--- src/rtl/operand_address_translator.sv ---
`default_nettype none
// +----------------------------------------------------------------------------+
// | Module  : operand_address_translator                                       |
// | Purpose : per-thread operand address translation (base offset, indirect    |
// |           pointer slots with post-increment), 2-cycle pipeline             |
// | Revision: 1.0 - initial release                                            |
// +----------------------------------------------------------------------------+
module operand_address_translator #(
  parameter int ADDR_WIDTH         = 10,
  parameter int WORD_WIDTH         = 36,
  parameter int OD_WORD_WIDTH      = 20,
  parameter int THREAD_COUNT       = 8,
  parameter int THREAD_COUNT_WIDTH = 3,
  parameter int SHARED_LIMIT       = 32,
  parameter int PTR_BASE           = 24,
  parameter int CFG_BASE           = 512
) (
  input  logic                     clock,
  input  logic                     reset,
  input  logic                     config_write,
  input  logic [ADDR_WIDTH-1:0]    config_addr,
  input  logic [WORD_WIDTH-1:0]    config_data,
  input  logic [OD_WORD_WIDTH-1:0] ALU_control_in,
  input  logic [ADDR_WIDTH-1:0]    DA_in,
  input  logic [ADDR_WIDTH-1:0]    DB_in,
  input  logic [ADDR_WIDTH-1:0]    A_in,
  input  logic [ADDR_WIDTH-1:0]    B_in,
  input  logic                     annul,
  output logic [OD_WORD_WIDTH-1:0] ALU_control,
  output logic [ADDR_WIDTH-1:0]    DA,
  output logic [ADDR_WIDTH-1:0]    DB,
  output logic [ADDR_WIDTH-1:0]    A,
  output logic [ADDR_WIDTH-1:0]    B
);

  localparam int                  c_cfg_end_i = CFG_BASE + 8 * THREAD_COUNT;
  localparam int                  c_ptr1_i    = PTR_BASE + 1;
  localparam logic [ADDR_WIDTH:0] c_cfg_lo    = CFG_BASE[ADDR_WIDTH:0];
  localparam logic [ADDR_WIDTH:0] c_cfg_hi    = c_cfg_end_i[ADDR_WIDTH:0];
  localparam logic [ADDR_WIDTH-1:0] c_ptr0    = PTR_BASE[ADDR_WIDTH-1:0];
  localparam logic [ADDR_WIDTH-1:0] c_ptr1    = c_ptr1_i[ADDR_WIDTH-1:0];
  localparam logic [ADDR_WIDTH-1:0] c_shared  = SHARED_LIMIT[ADDR_WIDTH-1:0];

  logic [THREAD_COUNT_WIDTH-1:0] r_thread;

  logic [ADDR_WIDTH-1:0] r_ofs  [THREAD_COUNT];
  logic [ADDR_WIDTH-1:0] r_ptr0 [THREAD_COUNT];
  logic [ADDR_WIDTH-1:0] r_ptr1 [THREAD_COUNT];
  logic [ADDR_WIDTH-1:0] r_inc0 [THREAD_COUNT];
  logic [ADDR_WIDTH-1:0] r_inc1 [THREAD_COUNT];

  logic                          r_s1_valid;
  logic [THREAD_COUNT_WIDTH-1:0] r_s1_tid;
  logic [OD_WORD_WIDTH-1:0]      r_s1_alu;
  logic [ADDR_WIDTH-1:0]         r_s1_da, r_s1_db, r_s1_a, r_s1_b;
  logic [ADDR_WIDTH-1:0]         r_s1_ofs, r_s1_ptr0, r_s1_ptr1;

  logic [ADDR_WIDTH-1:0]         w_cfg_off;
  logic                          w_cfg_hit;
  logic [THREAD_COUNT_WIDTH-1:0] w_cfg_tid;
  logic [2:0]                    w_cfg_sel;
  logic [ADDR_WIDTH-1:0]         w_cfg_val;
  logic                          w_unused_bits;
  logic                          w_ref0, w_ref1, w_inc0_en, w_inc1_en;
  logic [ADDR_WIDTH-1:0]         w_da, w_db, w_a, w_b;

  function automatic logic [ADDR_WIDTH-1:0] f_xlate(
    input logic [ADDR_WIDTH-1:0] x,
    input logic [ADDR_WIDTH-1:0] ofs,
    input logic [ADDR_WIDTH-1:0] p0,
    input logic [ADDR_WIDTH-1:0] p1
  );
    if (x == c_ptr0)        return p0;
    else if (x == c_ptr1)   return p1;
    else if (x < c_shared)  return x;
    else                    return x + ofs;
  endfunction

  // Config address decode: 8 table slots per thread starting at CFG_BASE
  assign w_cfg_off     = config_addr - c_cfg_lo[ADDR_WIDTH-1:0];
  assign w_cfg_hit     = config_write && ({1'b0, config_addr} >= c_cfg_lo)
                                      && ({1'b0, config_addr} <  c_cfg_hi);
  assign w_cfg_tid     = w_cfg_off[THREAD_COUNT_WIDTH+2:3];
  assign w_cfg_sel     = w_cfg_off[2:0];
  assign w_cfg_val     = config_data[ADDR_WIDTH-1:0];
  assign w_unused_bits = ^{config_data[WORD_WIDTH-1:ADDR_WIDTH],
                           w_cfg_off[ADDR_WIDTH-1:THREAD_COUNT_WIDTH+3]};

  assign w_da = f_xlate(r_s1_da, r_s1_ofs, r_s1_ptr0, r_s1_ptr1);
  assign w_db = f_xlate(r_s1_db, r_s1_ofs, r_s1_ptr0, r_s1_ptr1);
  assign w_a  = f_xlate(r_s1_a,  r_s1_ofs, r_s1_ptr0, r_s1_ptr1);
  assign w_b  = f_xlate(r_s1_b,  r_s1_ofs, r_s1_ptr0, r_s1_ptr1);

  assign w_ref0    = (r_s1_da == c_ptr0) || (r_s1_db == c_ptr0) ||
                     (r_s1_a  == c_ptr0) || (r_s1_b  == c_ptr0);
  assign w_ref1    = (r_s1_da == c_ptr1) || (r_s1_db == c_ptr1) ||
                     (r_s1_a  == c_ptr1) || (r_s1_b  == c_ptr1);
  assign w_inc0_en = r_s1_valid && !annul && w_ref0;
  assign w_inc1_en = r_s1_valid && !annul && w_ref1;

  always_ff @(posedge clock) begin
    if (reset) r_thread <= '0;
    else       r_thread <= r_thread + THREAD_COUNT_WIDTH'(1);
  end

  // Config write is applied after the increment so it wins on a collision
  always_ff @(posedge clock) begin
    if (reset) begin
      for (int i = 0; i < THREAD_COUNT; i++) begin
        r_ofs[i]  <= '0;
        r_ptr0[i] <= '0;
        r_ptr1[i] <= '0;
        r_inc0[i] <= '0;
        r_inc1[i] <= '0;
      end
    end else begin
      if (w_inc0_en) r_ptr0[r_s1_tid] <= r_ptr0[r_s1_tid] + r_inc0[r_s1_tid];
      if (w_inc1_en) r_ptr1[r_s1_tid] <= r_ptr1[r_s1_tid] + r_inc1[r_s1_tid];
      if (w_cfg_hit) begin
        case (w_cfg_sel)
          3'd0:    r_ofs[w_cfg_tid]  <= w_cfg_val;
          3'd1:    r_ptr0[w_cfg_tid] <= w_cfg_val;
          3'd2:    r_ptr1[w_cfg_tid] <= w_cfg_val;
          3'd3:    r_inc0[w_cfg_tid] <= w_cfg_val;
          3'd4:    r_inc1[w_cfg_tid] <= w_cfg_val;
          default: ;
        endcase
      end
    end
  end

  always_ff @(posedge clock) begin
    if (reset) begin
      r_s1_valid <= 1'b0;
      r_s1_tid   <= '0;
      r_s1_alu   <= '0;
      r_s1_da    <= '0;
      r_s1_db    <= '0;
      r_s1_a     <= '0;
      r_s1_b     <= '0;
      r_s1_ofs   <= '0;
      r_s1_ptr0  <= '0;
      r_s1_ptr1  <= '0;
    end else begin
      r_s1_valid <= 1'b1;
      r_s1_tid   <= r_thread;
      r_s1_alu   <= ALU_control_in;
      r_s1_da    <= DA_in;
      r_s1_db    <= DB_in;
      r_s1_a     <= A_in;
      r_s1_b     <= B_in;
      r_s1_ofs   <= r_ofs[r_thread];
      r_s1_ptr0  <= r_ptr0[r_thread];
      r_s1_ptr1  <= r_ptr1[r_thread];
    end
  end

  always_ff @(posedge clock) begin
    if (reset || !r_s1_valid) begin
      ALU_control <= '0;
      DA          <= '0;
      DB          <= '0;
      A           <= '0;
      B           <= '0;
    end else begin
      ALU_control <= r_s1_alu;
      DA          <= w_da;
      DB          <= w_db;
      A           <= w_a;
      B           <= w_b;
    end
  end

endmodule
`default_nettype wire

--- config.mk ---
export PLATFORM = sky130hd
export DESIGN_NAME = operand_address_translator
export DESIGN_NICKNAME = d
export VERILOG_FILES = /design/src/rtl/operand_address_translator.sv
export SDC_FILE = /design/constraint.sdc
export NUM_CORES = 1
export LEC_CHECK = 0
export CAP_MARGIN = 10
export CORE_UTILIZATION = 65
export DETAILED_ROUTE_END_ITERATION = 6
export GPL_TIMING_DRIVEN = 0
export PLACE_DENSITY = 0.84
export REMOVE_ABC_BUFFERS = 1
export SYNTH_ARGS = -nofsm -noshare
export SYNTH_HDL_FRONTEND = slang
export SYNTH_SLANG_ARGS = --single-unit
--- constraint.sdc ---
create_clock -name clock -period 6.1 [get_ports clock]
set_input_delay 0.915 -clock clock [delete_from_list [all_inputs] [get_ports clock]]
set_output_delay 0.915 -clock clock [all_outputs]
set_load 0.005 [all_outputs]
==> flow_summary_export.csv <==
group,metric,value,unit
outcome,outcome,"complete, but fails checks",
outcome,violations,"DRC",
timing,fmax,195.8,MHz
timing,fin_crit_sh,83.75,%
clock_tree,cts_buffer_depth,3,
die,die_h,207.0,µm
critical_path,worstSetupEndpointType,"flip-flop",
yosys,synth-seq-cells,557,
clock_tree,clk_pin_slew,0.06,ns
global_route,grtUsageMet3,8.195,%
min_path,hold_end,"ALU_control[8]",
pwr,total_power,0.008919,W
clock_tree,cts_setup_buffers,0,
global_route,grtUsageTotal,37.38,%
critical_path,start_kind,"flip-flop",
yosys,synth_warnings,0,
yosys,ys_types,71,
min_path,min_from,"r_s1_alu[8]",
yosys,syn_area,27310,µm²
clock_tree,holdBufCountCts,0,
global_route,antenna_found_initial,0,
critical_path,max_stage_delay,0.82,ns
clock_tree,insertion_delay,0.63,ns
clock_tree,cts_tree,"yes",
flow_run,cap_violations,0,
drt,num_vias,20548,
final_layout,final_cell_mix,"edfxtp_1, and2_1, nand2_1, nor2_1, dfxtp_1",
yosys,synth_top_area_share,43.98,%
min_path,hold_class,"reg2reg",
pwr,p_per_area,285.2,nW/µm²
critical_path,worstSetupPathType,"reg2reg",
die,floorplan.initialDensity,66.44,%
clock_tree,numCtsBuffers,55,
critical_path,r2r-start,"r_s1_tid[2]",
die,placementRows,74,
final_layout,synthToLayoutAreaGrowth,14.50,%
clock_tree,ctsResizeCount,0,
critical_path,cpMostUsedCell,"a22o_1",
yosys,synth_largest_area_cell,"edfxtp_1",
final_layout,stdcell_area,31280,µm²
drt,wl_per_cell,26.46,µm
pwr,power_leakage,11.08,nW
critical_path,worstReg2RegEnd,"r_ptr0[0][7]",
final_layout,antennaDiodeCount,0,
global_route,top_usage_layer,"met2",
critical_path,required,6.56,ns
global_route,grt_pass1_vias,20328,
final_layout,layout-drive-gt1-share,11.64,%
clock_tree,clock-sinks,557,
final_layout,layout_commonest_cell,"edfxtp_1",
critical_path,cpMaxStageDelayCell,"dfxtp_1",
drt,viasPerCell,6.893,
timing,maxSlewViolCount,0,
clock_tree,h-tree-depth,2,
critical_path,crit_fanout,21,
placed_design,gp_congestion,0.9285,
global_route,grt_pass1_wl,118000,µm
yosys,avgSynthCellArea,11.82,µm²
global_route,grt_util_met1,46.56,%
placed_design,dp.final_hpwl,53090,µm
critical_path,worstPathCellList,"clkinv_1 > and2_2 > buf_16 > a22o_1 > a221oi_1 > nand3_1 > ha_1 > o21ai_0 > o21bai_1 > a2111oi_0 > or3_1 > xnor2_1 > a22o_1",
timing,grt_setup_unrepaired,"no",
timing,hold-worst-slack,0.4212,ns
placed_design,placed_area,29430,µm²
placed_design,port_buffers,143,
die,die_area,42840,µm²
drt,dr.pass1.iters,7,
yosys,synthCells,2311,
die,io_pins,170,
final_layout,fin_nets,2573,
global_route,met2_usage,61.31,%
critical_path,reg2reg_slack,0.99,ns
timing,worst_pin_slew,1.199,ns
global_route,grt_max_degree,65,
timing,fin_crit,5.109,ns
critical_path,crit_arrival,5.57,ns
min_path,hold_path_depth,1,
global_route,overflow,0,
drt,wl,78890,µm
critical_path,rr_worst_depth,13,
yosys,synth_edf_count,400,
yosys,ys.flop_type,"edfxtp_1",
placed_design,place_inst,2873,
timing,setup_viol_count_final,0,
drt,postRouteAntennaNets,0,
final_layout,fin_cells,2981,
yosys,synthArstFlopShare,0,%
pwr,ir_worst_vdd,0.2747,mV
die,design.core.area,41110,µm²
drt,remaining_drc_errors,25,
drt,drtIter0Drc,2546,
critical_path,path_buf_inv,2,
timing,skew,0.03251,ns
die,dieWidth,207.0,µm
timing,finalHoldViolCount,0,
clock_tree,cts_root_buf,"clkbuf_16",
timing,slew_headroom,19.98,%
yosys,synth_area_leaders,"edfxtp_1, dfxtp_1, and2_1",
yosys,ys_seq_area_share,55.48,%
critical_path,crit_family,"simple AND/OR/NAND/NOR gates",
## registers in the layout (all words and copies together), names as in the netlist, 20 cells and up
name,count
r_s1_alu,20
r_ptr0,80
ALU_control,20
r_inc1,80
r_inc0,80
r_ptr1,80
r_ofs,80
## how the worst max path moves through the flow
stage / from / endpoint / slack [ns] / depth (start not counted)
after detailed placement: r_s1_tid[2] / r_ptr1[2][7] / 1.21 / 14
after floorplan: r_s1_tid[2] / r_ptr1[0][7] / 0.89 / 12
final: r_s1_tid[2] / r_ptr0[0][7] / 0.99 / 13
after CTS: r_s1_tid[2] / r_ptr1[5][7] / 1.15 / 14
after global placement: reset / r_ptr1[1][0] / -4.15 / 6
after global routing: r_s1_tid[2] / r_ptr1[2][7] / 0.67 / 14
## stage by stage
step	utilization, %	worst slack [ns]	TNS (ns)
floorplan	-	0.8924	0
global placement	69.87	-4.148	-1697.90
detailed placement	71.60	1.207	0
CTS	75.98	1.152	0
global route	76.08	0.6716	0
finish	76.08	0.9915	0
## routing by layer
layer	routed length, µm	vias to the layer above
met3	9896	325
met1	27510	9743
met4	4192	2
met2	37230	1593
met5	50	-
li1	-	8885
## Yosys cell counts (7+ instances only)
cell type and number:
nor3_1 17, or3_1 7, xnor2_1 42, o31ai_2 23, edfxtp_1 400, o31ai_1 106, mux2i_1 35, inv_1 13
nand2b_1 8, a21o_1 13, xor2_1 11, and2_1 264, mux4_2 61, buf_2 25, nand2_1 191, a2111oi_0 7
o21ai_0 53, nand4_1 22, a22o_1 47, a21oi_1 61, dfxtp_1 157, buf_1 12, nor2_1 159, nand2_4 10
nor2b_1 75, a22oi_1 122, nand3_1 27, a221oi_1 30, and3_1 10, ha_1 55, a211oi_1 11, clkbuf_1 133
## report_power, final
part	switching [W]	leakage [nW]	internal, W	total (W)
Sequential	0.000169	5.23	0.00423	0.00440
Clock	0.00148	0.886	0.00190	0.00338
Combinational	0.000668	4.97	0.000472	0.00114
Total	0.00232	11.1	0.00660	0.00892
## worst register-to-register path: cells and delay by family (launching register included)
family | cells | cell delay, ns
AOI/OAI and AO/OA | 6 | 1.13
and+or+nand+nor | 3 | 1.12
buffers and inverters | 2 | 0.82
DFF | 1 | 0.82
xor gates and xnor gates | 1 | 0.67
adders and majority gates | 1 | 0.37
## kinds of logic (layout without fill, tap and decap cells)
family          after synthesis  count (layout)  synth area share (%)
fa+ha+maj                    61              61                 2.959
mux                         102             102                 6.560
xor+xnor                     54              54                 1.759
buf+inv                     185             323                 2.716
flops                       557             557                 55.48
compound gates              527             527                 14.48
simple gates                825             825                 16.05
## area by class of cell
type                            count  area, µm²
Clock buffer                       73       1570
Clock inverter                     31      231.5
Fill cell                        2555       9834
Inverter                           14      52.55
Multi-Input combinational cell   1569      11450
Sequential cell                   557      15160
Tap cell                          532      665.6
Timing Repair Buffer              205       2137
Power figures use the tool's default switching activity.
